[src/rtl/isp_pkg.sv]
// isp_pkg: shared Bayer channel and mosaic FSM types for the ISP pipeline
package isp_pkg;
  typedef enum logic [1:0] {CH_R, CH_G, CH_B} bayer_ch_t;
  typedef enum logic [2:0] {S_IDLE, S_SOF, S_ACTIVE, S_HBLANK, S_DONE} mosaic_state_t;
  function automatic bayer_ch_t bayer_sel(input logic row_odd, input logic col_odd);
    return (row_odd == col_odd) ? CH_G : (row_odd ? CH_R : CH_B);
  endfunction
endpackage

[src/rtl/raster_counter.sv]
// raster_counter: column/row position with end-of-row and end-of-frame flags
module raster_counter #(
  parameter int width  = 320,
  parameter int height = 240
) (
  input  logic                      clk,
  input  logic                      rst,
  input  logic                      adv,
  output logic [$clog2(width)-1:0]  col,
  output logic [$clog2(height)-1:0] row,
  output logic                      eol,
  output logic                      eof
);
  localparam int CW = $clog2(width);
  localparam int RW = $clog2(height);
  assign eol = col == CW'(width - 1);
  assign eof = eol && row == RW'(height - 1);
  always_ff @(posedge clk or posedge rst)
    if (rst) begin
      col <= '0;
      row <= '0;
    end else if (adv) begin
      col <= eol ? '0 : col + 1'b1;
      row <= eof ? '0 : eol ? row + 1'b1 : row;
    end
endmodule

[src/rtl/bayer_mosaic_tx.sv]
// bayer_mosaic_tx: subsamples RGB pixels to a framed G B / R G Bayer stream
module bayer_mosaic_tx
  import isp_pkg::*;
#(
  parameter int width  = 320,
  parameter int height = 240,
  parameter int hBlank = 16,
  parameter int sofGap = 32
) (
  input  logic       clk,
  input  logic       reset,
  input  logic       iStart,
  input  logic       iValid,
  input  logic [7:0] iR,
  input  logic [7:0] iG,
  input  logic [7:0] iB,
  output logic       oReady,
  output logic       newFrame,
  output logic       oValid,
  output logic [7:0] oData,
  output logic       oDone,
  output logic       oBusy
);
  localparam int GMAX = hBlank > sofGap ? hBlank : sofGap;
  localparam int GW   = $clog2(GMAX + 1);
  mosaic_state_t state, state_n;
  logic [GW-1:0] cnt, cnt_n, last;
  logic [$clog2(width)-1:0] col;
  logic [$clog2(height)-1:0] row;
  logic eol, eof, acc, wrap;
  bayer_ch_t ch;
  logic [7:0] sample;
  assign oReady = state == S_ACTIVE;
  assign oBusy  = state != S_IDLE;
  assign acc    = iValid && oReady;
  assign ch     = bayer_sel(row[0], col[0]);
  assign sample = ch == CH_R ? iR : ch == CH_B ? iB : iG;
  // DONE spans two cycles so oDone lands one cycle after the last sample
  assign last   = state == S_SOF ? GW'(sofGap - 1) : state == S_HBLANK ? GW'(hBlank - 1) : GW'(1);
  assign wrap   = cnt == last;
  raster_counter #(.width(width), .height(height)) u_raster (
    .clk(clk), .rst(reset), .adv(acc), .col(col), .row(row), .eol(eol), .eof(eof)
  );
  always_ff @(posedge clk or posedge reset)
    if (reset) begin
      state <= S_IDLE;
      cnt   <= '0;
    end else begin
      state <= state_n;
      cnt   <= cnt_n;
    end
  always_comb begin
    state_n = state;
    cnt_n   = '0;
    case (state)
      S_IDLE:   state_n = iStart ? S_SOF : S_IDLE;
      S_SOF: begin
        state_n = wrap ? S_ACTIVE : S_SOF;
        cnt_n   = wrap ? '0 : cnt + 1'b1;
      end
      S_ACTIVE: state_n = !(acc && eol) ? S_ACTIVE : eof ? S_DONE : S_HBLANK;
      S_HBLANK: begin
        state_n = wrap ? S_ACTIVE : S_HBLANK;
        cnt_n   = wrap ? '0 : cnt + 1'b1;
      end
      S_DONE: begin
        state_n = wrap ? S_IDLE : S_DONE;
        cnt_n   = wrap ? '0 : cnt + 1'b1;
      end
      default:  state_n = S_IDLE;
    endcase
  end
  always_ff @(posedge clk or posedge reset)
    if (reset) begin
      newFrame <= 1'b0;
      oValid   <= 1'b0;
      oData    <= '0;
      oDone    <= 1'b0;
    end else begin
      newFrame <= state == S_IDLE && iStart;
      oValid   <= acc;
      oDone    <= state == S_DONE && !wrap;
      if (acc) oData <= sample;
    end
endmodule

[config.mk]
export PLATFORM = sky130hd
export DESIGN_NAME = bayer_mosaic_tx
export DESIGN_NICKNAME = d
export VERILOG_FILES = /design/src/rtl/isp_pkg.sv /design/src/rtl/raster_counter.sv /design/src/rtl/bayer_mosaic_tx.sv
export SDC_FILE = /design/constraint.sdc
export NUM_CORES = 1
export LEC_CHECK = 0
export BUFFER_PORTS_ARGS = -buffer_cell sky130_fd_sc_hd__buf_4
export CORE_UTILIZATION = 54
export DETAILED_ROUTE_END_ITERATION = 10
export GPL_TIMING_DRIVEN = 1
export PLACE_DENSITY = 0.79
export SYNTH_ARGS = -nofsm -noshare
export SYNTH_HDL_FRONTEND = slang
export SYNTH_SLANG_ARGS = --single-unit
[constraint.sdc]
create_clock -name clk -period 2.6 [get_ports clk]
set_clock_uncertainty 0.05 [all_clocks]
set_input_delay 0.39 -clock clk [delete_from_list [all_inputs] [get_ports clk]]
set_output_delay 0.39 -clock clk [all_outputs]
set_load 0.05 [all_outputs]
# Word-level counts from Yosys, hierarchy flattened
# Index checks and enable logic that the tools add are counted.
[word_totals] ff_bits=37 latchBits=0 ram_bits=0 romBits=0 in_bits=28 n_memories=0
[classes] n_addsub=3 multipliers=0 n_div=0 n_lt_le_gt_ge=0 eq_ne=9 shift=0 n_mux=18 bitwise_logic=0 reduce_logical=12
[ops] cell="$mux 8" count=4
[ops] cell="$pmux 3 s5" count=1
[ops] cell="$mux 6" count=2
[ops] cell="$add 9x1->9 const B" count=1
[ops] cell="$eq 9x9->1 const B" count=1
[ops] cell="$mux 3" count=3
[ops] cell="$mux 9" count=1
[ops] cell="$add 8x1->8 const B" count=1
[ops] cell="$eq 8x8->1 const B" count=1
[ops] cell="$add 6x1->6 const B" count=1
[ops] cell="$eq 3x2->1 const B" count=2
[ops] cell="$eq 6x5->1" count=1
[ops] cell="$mux 2" count=3
[ops] cell="$logic_and 1x1->1" count=5
[ops] cell="$mux 5" count=1
[ops] cell="$mux 4" count=1
[ops] cell="$eq 3x1->1 const B" count=1
[ops] cell="$eq 3x3->1 const B" count=1
[ops] cell="$logic_not 3->1" count=1
[ops] cell="$reduce_bool 3->1" count=1
[ops] cell="$reduce_or 3->1" count=1
[ops] cell="$eq 2x2->1 const B" count=1
[ops] cell="$logic_not 2->1" count=1
[ops] cell="$mux 1" count=2
[ops] cell="4 further kinds" count=4

# Depth between registers and ports, before layout
# Gate-level depths: netlist of run 1.
[depth] ltp_word=6 ltp_mapped=6 ltp_nobuf=5

# Modules after synthesis
# Synthesis of run 1 repeated with hierarchy kept, for this count alone.
[hier_totals] hier_cells=193 area_unflattened_um2=2003.2
[by_module_without_submodules] module="bayer_mosaic_tx" n_inst=1 cells_each=108 area_per_inst_um2=1129.8 seq_area_each_um2=500.5
[by_module_without_submodules] module="raster_counter" n_inst=1 cells_each=85 area_per_inst_um2=873.3 seq_area_each_um2=425.4

# Least setup slack after synthesis of run 1
# OpenSTA, ideal clock, no wires.
[synth_timing] kind="register to output" from="register state[1]" to="output port oReady" arrival_ns=1.621 required_ns=2.160 path_slack_ns=0.539 path_stages_with_launch=3 path_buffers=1 path_cell_list="dfrtp_1 -> buf_2 -> nor3b_1"
[synth_between] elab_chain_cells=1
[synth_rtl] item="start, declared" line="bayer_mosaic_tx.sv:26" source="mosaic_state_t state, state_n;"
[synth_rtl] item="start signal, assigned" line="bayer_mosaic_tx.sv:49" source="state <= state_n;"
[synth_rtl] item="$eq 3x2->1" line="bayer_mosaic_tx.sv:33" source="assign oReady = state == S_ACTIVE;"
[synth_rtl] item="end, declared" line="bayer_mosaic_tx.sv:17" source="output logic oReady,"
# No other way between the ends.

# Final worst setup path of run 1
[layout_timing] from="register u_raster.col[6]" to="register u_raster.row[6]"
[layout_between] elab_chain_cells=4
[layout_rtl] item="start, declared" line="raster_counter.sv:9" source="output logic [$clog2(width)-1:0] col,"
[layout_rtl] item="start signal, assigned" line="raster_counter.sv:23" source="col <= eol ? '0 : col + 1'b1;"
[layout_rtl] item="$eq 9x9->1 *" line="raster_counter.sv:16" source="assign eol = col == CW'(width - 1);"
[layout_rtl] item="$logic_and 1x1->1" line="raster_counter.sv:17" source="assign eof = eol && row == RW'(height - 1);"
[layout_rtl] item="$reduce_bool 2->1 (no line)"
[layout_rtl] item="$reduce_and 2->1 (no line)"
[layout_rtl] item="end signal, assigned" line="raster_counter.sv:24" source="row <= eof ? '0 : eol ? row + 1'b1 : row;"
[layout_rtl] item="end, declared" line="raster_counter.sv:10" source="output logic [$clog2(height)-1:0] row,"
# Every way passes the cells marked *; elsewhere a longest branch is shown, timed or not.
# A chain may end at the register's enable or synchronous reset.

==> impl_results.md, run 1 <==
- Post-route clock period utilization: 81.1%
- Data required time of the critical path: about 2.8 ns
- Total global routing overflow: 0
- Slew Viols, Final: 0
- Largest fanout on the critical path: 7
- Via count normalized by instance count: between 5 and 6
- Count of input and output buffers: 40
- Internal Pwr Total: approximately 0.86 mW
- Fraction of the yosys area taken by sequential cells: between 40% and 50%
- Core Rows: 21
- Launch point of the critical path: u_raster.col[6]
- Arrival time at the worst endpoint: about 2.3 ns
- Number of placed instances, taps included: about 280
- Number of antenna-violating nets in the routed design: 0
- Leading post-synthesis cells by cell area: dfrtp_1 (48%), nand2_1 (6.2%), o21ai_0 (6.0%)
- Yosys warning count: 0
- Clock slew at the register clock pins of the worst setup and hold paths: ~0.1 ns
- Sinks on Clock Net: 37
- Post-synthesis area per instance: ~9.5 um^2
- Via total after detailed routing: 1,580
- Final wirelength: between 3000 and 4000 um
- Slew at the pin closest to its max-slew limit: 0.491 ns
- Run status: finished, final reports clean
- Post-layout minimum cycle time: about 2.1 ns
- Final std cells w/o fill: approximately 290
- Floorplan die area: 0.00382 mm^2
- TritonCTS clock tree: built
- H-Tree Depth: 2
- Number of storage elements in the synthesis netlist: 37
- Maxcap violations: 0
- DR WL met2: ~1800 um
- Unrepaired setup endpoints after global routing: no
- Drt wl/cell: around 13 um
- Worst setup path endpoint: u_raster.row[6]
- Reg2reg setup slack: 0.49 ns
- Switching Share: 30.3%
- Number of buffers created by CTS: 5
- Peak supply drop: 0.348 mV
- Synthesized Nets: 234
- Share of synthesized registers carrying an async set or reset: 100%
- Fin. Hold Viols: 0
- First-pass GRT wire length: roughly 5700 um
- Global routing usage summed across all routing layers: 20.9%
- Layout overhead on the synthesized area: 21.1%
- Post-detailed-route DRC marker count: 0
- Total I/O pin count: 41
- HP Class: in2async
- Number of antenna repair diodes: 0
- Crit path launch type: register
- Combined flip-flop and latch cell area: slightly above 900 um^2
- Portion of synthesized cell area occupied by the leading cell type: between 40% and 50%
- Half-perimeter wire length after detailed placement: about 2800 um
- Start of the worst register-to-register path: u_raster.col[6]
- Top routing layer used: met4
- Proportion of layout cells with a drive suffix above 1: between 20% and 30%
- Combinational power share: 21.1%
- Routed metal-1 wire length: 1700 um
- Power share of the clock group: between 20% and 30%
- Hold-fix buffers, CTS: 0
- Antenna violations before repair: 0
- Post-CTS Repair Setup Buffers: 0
- Number of enable flip-flop cells after synthesis: 0
- Net switching power figure: ~0.37 mW
- Footprint of the multi-input gates: 941 um^2
- Power density of the placed cells: approximately 530 mW/mm^2
- TritonRoute pass-1 iters: 4
- Overall Power: approximately 1.2 mW
- WL met3: 166 um
- Synth unique cells: 43
- Primary flip-flop cell chosen by synthesis mapping: dfrtp_1
- Maximum number of pins on one net before global-route repair: 38
- Clock insertion delay at the later pin of the skew report: 0.33 ns
- Synthesized cell area: 0.00193 mm^2
- Number of cells on the worst reg-to-reg path: 4
- Net total in the final layout: around 280
- Static leakage power: between 1 and 1.5 nW
- CP endpoint kind: register
- Post-synthesis cell count: 203
- Accumulated negative setup slack: 0 ns
- Max Clock Freq: ~470 MHz
- Initial core utilization: approximately 57%
- Worst slew margin relative to its limit: 67.0%
- Core Region: 0.00339 mm^2
- Horizontal die dimension: slightly above 60 um
- Fill cell total of the finished layout: roughly 270
- Vias in the first global route: 1,366
- Worst-case clock buffer depth: 2
- Worst r2r dst: u_raster.row[6]
- Clock tree root buffer cell: clkbuf_4
- Number of setup violations in the final report: 0
- Post-CTS Resized: 0
- Die outline height: 61.8 um
- Fraction of power consumed by sequential logic: between 50% and 60%
- Initial DRC Count: 60
- Critical path class: reg2reg
- Share of the core filled with cells: between 60% and 70%
- Final hold slack: 0.106 ns
- Cell type contributing the most total cell area after synthesis: dfrtp_1
- RD Place Congestion: 0.803
==> layout make-up <==
cell class,instances,area share [%]
multi-input combinational,150,40.2
sequential,37,39.6
timing repair buffer,45,14.4
tap,46,2.46
clock buffer,7,2.35
inverter,6,0.963
==> worst max-delay path: stages, from the launching register on <==
cell and delay, ns:
dfrtp_1 0.44, or3b_1 0.42, or4_1 0.60, or2_1 0.29
o31ai_1 0.23
==> synthesized netlist by cell type, types with 2 or more instances <==
| master | n |
|---|---|
| xor2_1 | 4 |
| buf_2 | 4 |
| mux2_2 | 8 |
| dfrtp_1 | 37 |
| or3_1 | 4 |
| xnor2_1 | 6 |
| ha_1 | 3 |
| or4_1 | 2 |
| nand3_1 | 8 |
| and3_1 | 3 |
| nor2_1 | 9 |
| mux2i_1 | 8 |
| o31ai_1 | 2 |
| nor4_1 | 2 |
| o21ai_0 | 23 |
| nand2_1 | 32 |
| inv_1 | 5 |
| nor2b_1 | 3 |
| a21oi_1 | 9 |
| nor3_1 | 3 |
| clkbuf_1 | 5 |
| a21o_1 | 2 |
==> through the flow <==
| step | cell area (um^2) | setup slack (ns) |
|---|---|---|
| after floorplan | 1930 | 0.539 |
| after global placement | 2280 | 0.561 |
| after detailed placement | 2280 | 0.515 |
| after CTS | 2340 | 0.484 |
| after global routing | 2340 | 0.404 |
| final | 2340 | 0.492 |
==> power groups by stage <==
stage	Sequential (mW)	Combinational [mW]	Clock, mW
2_1_floorplan	0.743	0.105	0
3_3_place_gp	0.681	0.259	0
3_5_place_dp	0.687	0.263	0
4_1_cts	0.676	0.263	0.306
5_1_grt	0.685	0.286	0.332
6_report	0.677	0.260	0.297
==> per-layer routing <==
metal  GRT usage (%)  vias to the layer above
met5               0                        -
met4            9.52                        0
li1                -                      799
met2            36.6                       42
met3            4.35                        8
met1            24.8                      731
==> cell families after synthesis <==
logic type	Yosys count	synth area share (%)
multiplexers	16	8.81
flip-flops	37	47.9
buffers and inverters	16	3.37
XOR/XNOR	10	4.53
AND/OR/NAND/NOR	76	19.8
AO/OA/AOI/OAI	45	13.6
adder cells (fa/ha/maj)	3	1.94
==> registers in the layout, indices dropped and copies added (netlist names) <==
| register | flops |
|---|---|
| oValid | 1 |
| state | 3 |
| u_raster.row | 8 |
| cnt | 6 |
| oDone | 1 |
| u_raster.col | 9 |
| newFrame | 1 |
| oData | 8 |
==> placed cells by master, fill, tap and decap left out, types with 2 or more instances in the layout <==
| master | n |
|---|---|
| buf_4 | 45 |
| dfrtp_1 | 37 |
| clkbuf_4 | 5 |
| xor2_1 | 4 |
| nor2b_1 | 3 |
| nor4_1 | 2 |
| mux2i_1 | 8 |
| or4_1 | 2 |
| a21o_1 | 2 |
| ha_1 | 3 |
| and3_1 | 3 |
| mux2_2 | 8 |
| xnor2_1 | 6 |
| o21ai_0 | 23 |
| nand2_1 | 32 |
| a21oi_1 | 9 |
| inv_1 | 5 |
| or3_1 | 4 |
| nand3_1 | 8 |
| nor3_1 | 3 |
| o31ai_1 | 2 |
| nor2_1 | 9 |
==> worst min path at each step <==
stage / cells after the start / to / slack [ns] / from
final: 3 / state[2] / 0.11 / reset
after global routing: 3 / u_raster.col[3] / 0.15 / reset
after CTS: 3 / u_raster.col[7] / 0.11 / reset
after detailed placement: 2 / oData[0] / 0.43 / oData[0]
after global placement: 2 / oData[0] / 0.41 / oData[0]
after floorplan: 1 / u_raster.row[2] / 0.41 / u_raster.row[2]
Note: power is estimated with default switching activity, not from simulation.
==> inputs of run 2 (changes only) <==
==> constraint.sdc (replaced) <==
create_clock -name clk -period 2.1 [get_ports clk]
set_clock_uncertainty 0.05 [all_clocks]
set_input_delay 0.315 -clock clk [delete_from_list [all_inputs] [get_ports clk]]
set_output_delay 0.315 -clock clk [all_outputs]
set_load 0.05 [all_outputs]
==> run 2 against run 1 <==
Fmax is 7.1% higher. Global-route usage is 1.1 points higher. Die area stayed put. Non-clock buffer count is 6 higher. Critical endpoint unchanged. Combinational power is 25% higher. Count of clock-buffer cells in the layout stayed put. Wire length is 2.6% higher. Clock power is 26% higher. Sequential power is 23% higher. First-iteration DRC count is 6.7% lower. Worst setup slack worse by 0.36 ns. Largest cell class unchanged. Critical path depth stayed put.
==> impl_results.md, run 2 (synthesis results as in run 1) <==
- TritonRoute pass-1 iters: 4 (unchanged)
- Commonest cells after routing, fill and taps aside: buf_4 (51), dfrtp_1 (37), nand2_1 (32) (was buf_4 (45), dfrtp_1 (37), nand2_1 (32))
- Sinks on Clock Net: 37 (unchanged)
- Maxcap violations: 0 (unchanged)
- Largest fanout on the critical path: 6 (was 7)
- Vias in the first global route: 1,421 (was 1,366)
- Worst r2r dst: u_raster.row[6] (unchanged)
- Floorplan die area: 0.00382 mm^2 (unchanged)
- Via total after detailed routing: 1,573 (was 1,580)
- First-pass GRT wire length: 5930 um (was 5750 um)
- Accumulated negative setup slack: 0 ns (unchanged)
- Fin. Hold Viols: 0 (unchanged)
- CP endpoint kind: register (unchanged)
- H-Tree Depth: 2 (unchanged)
- Number of antenna repair diodes: 0 (unchanged)
- Clock insertion delay at the later pin of the skew report: 0.34 ns (was 0.33 ns)
- Initial DRC Count: 56 (was 60)
- Horizontal die dimension: 61.8 um (unchanged)
- Unrepaired setup endpoints after global routing: no (unchanged)
- Via count normalized by instance count: 5.30 (was 5.43)
- Slew Viols, Final: 0 (unchanged)
- Number of setup violations in the final report: 0 (unchanged)
- Half-perimeter wire length after detailed placement: 2780 um (was 2760 um)
- Number of antenna-violating nets in the routed design: 0 (unchanged)
- Post-detailed-route DRC marker count: 0 (unchanged)
- Number of cells on the worst reg-to-reg path: 4 (unchanged)
- Layout overhead on the synthesized area: 23.6% (was 21.1%)
- Antenna violations before repair: 0 (unchanged)
- RD Place Congestion: 0.830 (was 0.803)
- Max Clock Freq: 508 MHz (was 474 MHz)
- Worst-case clock buffer depth: 2 (unchanged)
- Drt wl/cell: 12.9 um (was 12.8 um)
- Die outline height: 61.8 um (unchanged)
- Final wirelength: 3820 um (was 3730 um)
- Clock slew at the register clock pins of the worst setup and hold paths: 0.10 ns (about the same)
- Power density of the placed cells: 641 mW/mm^2 (was 527 mW/mm^2)
- Count of input and output buffers: 40 (unchanged)
- Critical path class: reg2reg (unchanged)
- Clock tree root buffer cell: clkbuf_4 (unchanged)
- Reg2reg setup slack: 0.13 ns (was 0.49 ns)
- Global routing usage summed across all routing layers: 22.0% (was 20.9%)
- Static leakage power: 1.09 nW (was 1.06 nW)
- Data required time of the critical path: 2.31 ns (was 2.79 ns)
- Flip-flop count of the largest register after layout: 9 (unchanged)
- HP Class: in2async (unchanged)
- Post-layout minimum cycle time: 1.97 ns (was 2.11 ns)
- Number of buffers created by CTS: 5 (unchanged)
- Number of placed instances, taps included: 290 (was 284)
- Total global routing overflow: 0 (unchanged)
- Peak supply drop: 0.431 mV (was 0.348 mV)
- Core Region: 0.00339 mm^2 (unchanged)
- Registers with the most flip-flops: u_raster.col (9), oData (8), u_raster.row (8) (unchanged)
- Total I/O pin count: 41 (unchanged)
- TritonCTS clock tree: built (unchanged)
- Arrival time at the worst endpoint: 2.17 ns (was 2.30 ns)
- Post-route clock period utilization: 93.7% (was 81.1%)
- Proportion of layout cells with a drive suffix above 1: 26.7% (was 24.5%)
- Maximum number of pins on one net before global-route repair: 38 (unchanged)
- Slew at the pin closest to its max-slew limit: 0.455 ns (was 0.491 ns)
- Worst slew margin relative to its limit: 69.7% (was 67.0%)
- Net total in the final layout: 282 (was 276)
- Initial core utilization: 57.0% (unchanged)
- Launch point of the critical path: u_raster.col[6] (unchanged)
- Commonest non-fill, non-tap cell in the layout: buf_4 (unchanged)
- Post-CTS Repair Setup Buffers: 0 (unchanged)
- Final std cells w/o fill: 297 (was 291)
- Start of the worst register-to-register path: u_raster.col[6] (unchanged)
- Biggest register: u_raster.col (unchanged)
- Core Rows: 21 (unchanged)
- Run status: finished, final reports clean (unchanged)
- Crit path launch type: register (unchanged)
run 2: cell count changes in the layout (fill, tap and decap cells not counted), sizes merged:
cell and delta:
buf +6
run 2: how the worst max path moves through the flow:
| stage | end | slack [ns] |
|---|---|---|
| floorplan | oReady | 0.11 |
| global placement | u_raster.row[6] | 0.12 |
| detailed placement | u_raster.row[6] | 0.07 |
| CTS | u_raster.row[6] | 0.04 |
| global route | u_raster.row[6] | 0.008 |
| finish | u_raster.row[6] | 0.13 |
run 2: repair_timing:
action                     CTS  global route
gates resized for setup      0             1
hold buffers                 0             0
setup endpoints to repair    0             3
run 2: cell type report:
class | count | area [um^2]
fill | 278 | 1000
multi-input combinational | 150 | 945
clock buffer | 7 | 55.1
tap | 46 | 57.6
inverter | 6 | 22.5
sequential | 37 | 926
timing repair buffer | 51 | 383
run 2: routing by layer:
layer | up-vias | part of all wire, % | global-route usage (%)
li1 | 815 | - | -
met3 | 8 | 4.0 | 5.59
met5 | - | 0 | 0
met4 | 0 | 1.7 | 10.5
met2 | 27 | 46 | 37.2
met1 | 723 | 48 | 26.4
run 2: stage by stage:
| step | instance area (um^2) | setup WS (ns) | hold WS [ns] | util [%] | power (mW) |
|---|---|---|---|---|---|
| after floorplan | 1930 | 0.114 | 0.378 | - | 1.05 |
| after global placement | 2330 | 0.124 | 0.405 | 68.7 | 1.16 |
| after detailed placement | 2330 | 0.0679 | 0.410 | 68.7 | 1.17 |
| after CTS | 2380 | 0.0432 | 0.0336 | 70.4 | 1.54 |
| after global routing | 2390 | 0.00831 | 0.0590 | 70.5 | 1.60 |
| final | 2390 | 0.132 | 0.0253 | 70.5 | 1.53 |
run 2: power by group:
group / total (mW) / switching [mW] / internal, mW / leakage (nW)
clock network: 0.374 / 0.216 / 0.158 / 0.0314
registers: 0.832 / 0.0545 / 0.778 / 0.480
logic: 0.324 / 0.196 / 0.128 / 0.583
run 2: worst max-delay path, stage by stage, from the launching register on:
cell     delay (ns)
dfrtp_1        0.39
or3b_1         0.42
or4_4          0.54
or2_1          0.26
o31ai_1        0.22
==> inputs of run 3 (changes only) <==
--- a/config.mk
+++ b/config.mk
@@ -5,7 +5,7 @@
 export SDC_FILE = /design/constraint.sdc
 export NUM_CORES = 1
 export LEC_CHECK = 0
-export BUFFER_PORTS_ARGS = -buffer_cell sky130_fd_sc_hd__buf_4
+export BUFFER_PORTS_ARGS = -buffer_cell sky130_fd_sc_hd__buf_2
 export CORE_UTILIZATION = 54
 export DETAILED_ROUTE_END_ITERATION = 10
 export GPL_TIMING_DRIVEN = 1
==> run 3 against run 2 <==
Fmax increased by 1.2%. Non-clock buffer count up 1. Wire length decreased by 1.9%. Via count increased by 1.9%. Hold slack lost 0.015 ns. Die area unchanged. First-iteration DRC count grew 79%. Clock power fell by 4%. Global-route usage shrank 0.56 points. Register-to-register slack gained 0.02 ns.
==> impl_results.md, run 3 (synthesis results as in run 1) <==
- Worst-case clock buffer depth: 2 (unchanged)
- Share of the core filled with cells: 67.6% (was 70.5%)
- Static leakage power: 1.07 nW (was 1.09 nW)
- Fill cell total of the finished layout: 271 (was 278)
- Combinational power share: 19.8% (was 21.2%)
- Flip-flop count of the largest register after layout: 9 (unchanged)
- RD Place Congestion: 0.772 (was 0.830)
- Accumulated negative setup slack: 0 ns (unchanged)
- Net switching power figure: 0.477 mW (was 0.466 mW)
- Switching Share: 32.2% (was 30.4%)
- Internal Pwr Total: 1.01 mW (was 1.06 mW)
- Combined flip-flop and latch cell area: 926 um^2 (unchanged)
- Total I/O pin count: 41 (unchanged)
- Registers with the most flip-flops: u_raster.col (9), oData (8), u_raster.row (8) (unchanged)
- Layout overhead on the synthesized area: 18.7% (was 23.6%)
- Number of antenna repair diodes: 0 (unchanged)
- Power density of the placed cells: 647 mW/mm^2 (was 641 mW/mm^2)
- Largest stage delay on the critical path: 0.54 ns (about the same)
- Largest fanout on the critical path: 6 (unchanged)
- Drt wl/cell: 12.5 um (was 12.9 um)
- Run status: finished, final reports clean (unchanged)
- Final wirelength: 3750 um (was 3820 um)
- Biggest register: u_raster.col (unchanged)
- Fin. Hold Viols: 0 (unchanged)
- Critical path class: reg2reg (unchanged)
- Core Rows: 21 (unchanged)
- Number of antenna-violating nets in the routed design: 0 (unchanged)
- Initial core utilization: 57.0% (unchanged)
- Crit path launch type: register (unchanged)
- Vias in the first global route: 1,343 (was 1,421)
- Footprint of the multi-input gates: 945 um^2 (unchanged)
- Count of input and output buffers: 40 (unchanged)
- Final design instance area without fill: 0.00229 mm^2 (was 0.00239 mm^2)
- Highest-delay cell along the critical path: or4_4 (unchanged)
- Data required time of the critical path: 2.32 ns (was 2.31 ns)
- Post-route clock period utilization: 92.6% (was 93.7%)
- Commonest cells after routing, fill and taps aside: buf_2 (40), dfrtp_1 (37), nand2_1 (32) (was buf_4 (51), dfrtp_1 (37), nand2_1 (32))
- Proportion of layout cells with a drive suffix above 1: 27.3% (was 26.7%)
- TritonCTS clock tree: built (unchanged)
- Post-layout minimum cycle time: 1.94 ns (was 1.97 ns)
- Clock slew at the register clock pins of the worst setup and hold paths: 0.11 ns (was 0.10 ns)
- Hold-fix buffers, CTS: 0 (unchanged)
- Commonest non-fill, non-tap cell in the layout: buf_2 (was buf_4)
- Overall Power: 1.48 mW (was 1.53 mW)
- Setup slack after placement: 0.0871 ns (was 0.0679 ns)
- Net total in the final layout: 283 (was 282)
- Total placed instance area: 0.00224 mm^2 (was 0.00233 mm^2)
- Core Region: 0.00339 mm^2 (unchanged)
- CP endpoint kind: register (unchanged)
- Number of buffers created by CTS: 5 (unchanged)
- Die outline height: 61.8 um (unchanged)
- Worst slew margin relative to its limit: 69.8% (was 69.7%)
- Arrival time at the worst endpoint: 2.16 ns (was 2.17 ns)
- Floorplan die area: 0.00382 mm^2 (unchanged)
- H-Tree Depth: 2 (unchanged)
- Initial DRC Count: 100 (was 56)
- Peak supply drop: 0.430 mV (was 0.431 mV)
- Via total after detailed routing: 1,603 (was 1,573)
- Clock insertion delay at the later pin of the skew report: 0.35 ns (was 0.34 ns)
- TritonRoute pass-1 iters: 4 (unchanged)
- Antenna violations before repair: 0 (unchanged)
- Horizontal die dimension: 61.8 um (unchanged)
- Slew at the pin closest to its max-slew limit: 0.454 ns (was 0.455 ns)
- Minimum setup slack in the final design: 0.155 ns (was 0.132 ns)
- Sinks on Clock Net: 37 (unchanged)
- Maxcap violations: 0 (unchanged)
- Slew Viols, Final: 0 (unchanged)
- Via count normalized by instance count: 5.36 (was 5.30)
- Crit path cell chain: or3b_1, or4_4, or2_1, o31ai_1 (unchanged)
- Max Clock Freq: 514 MHz (was 508 MHz)
- Total global routing overflow: 0 (unchanged)
- Power share of the clock group: 24.3% (was 24.4%)
- Number of setup violations in the final report: 0 (unchanged)
- HP Class: in2async (unchanged)
- Global routing usage summed across all routing layers: 21.5% (was 22.0%)
- Clock tree root buffer cell: clkbuf_4 (unchanged)
- Unrepaired setup endpoints after global routing: no (unchanged)
- Post-detailed-route DRC marker count: 0 (unchanged)
- First-pass GRT wire length: 5870 um (was 5930 um)
- Maximum number of pins on one net before global-route repair: 38 (unchanged)
- Half-perimeter wire length after detailed placement: 2750 um (was 2780 um)
- Fraction of power consumed by sequential logic: 56.0% (was 54.4%)
run 3: stage by stage:
step                std cells  hold slack (ns)
floorplan                 203            0.378
finish                    299           0.0100
detailed placement        291            0.405
CTS                       299           0.0197
global route              299           0.0367
global placement          291            0.391
run 3: path summary, 6_finish.rpt:
kind / startpoint / end / slack [ns] / cells past startpoint
min reg2reg: oData[0] / oData[0] / 0.43 / 2
max: u_raster.col[6] / u_raster.row[6] / 0.16 / 4
max in group asynchronous: reset / state[2] / 1.67 / 3
min in group clk: iStart / newFrame / 0.12 / 3
min: reset / u_raster.col[2] / 0.01 / 3
max reg2reg: u_raster.col[6] / u_raster.row[6] / 0.16 / 4
run 3: metal layers:
| layer | GRT usage, % | wire length [um] | up-vias |
|---|---|---|---|
| li1 | - | - | 816 |
| met1 | 27.4 | 1770 | 755 |
| met2 | 35.9 | 1790 | 26 |
| met3 | 6.21 | 145 | 6 |
| met4 | 5.71 | 46 | 0 |
| met5 | 0 | 0 | - |
run 3: what timing repair did:
item | in CTS | in global routing
setup buffers | 0 | 0
gates resized for setup | 0 | 1
setup endpoints to repair | 0 | 1
run 3: critical path, delay by kind of cell (launching register included):
| family | cells | cell delay, ns |
|---|---|---|
| flip-flops | 1 | 0.39 |
| AND/OR/NAND/NOR | 3 | 1.22 |
| AO/OA/AOI/OAI | 1 | 0.22 |
run 3: layout make-up:
cell class,count,area share [%]
multi-input cells,150,41.2
flip-flops and latches,37,40.4
repair buffers,52,12.7
well taps,46,2.51
clock buffers,6,1.80
inverters,6,0.983
clock inverters,2,0.437
run 3: power by group through the flow:
| stage | Sequential, mW | Combinational [mW] | Clock [mW] |
|---|---|---|---|
| after CTS | 0.831 | 0.298 | 0.369 |
| after floorplan | 0.920 | 0.130 | 0 |
| after global routing | 0.844 | 0.324 | 0.399 |
| after detailed placement | 0.845 | 0.297 | 0 |
| after global placement | 0.841 | 0.288 | 0 |
| final | 0.830 | 0.293 | 0.360 |
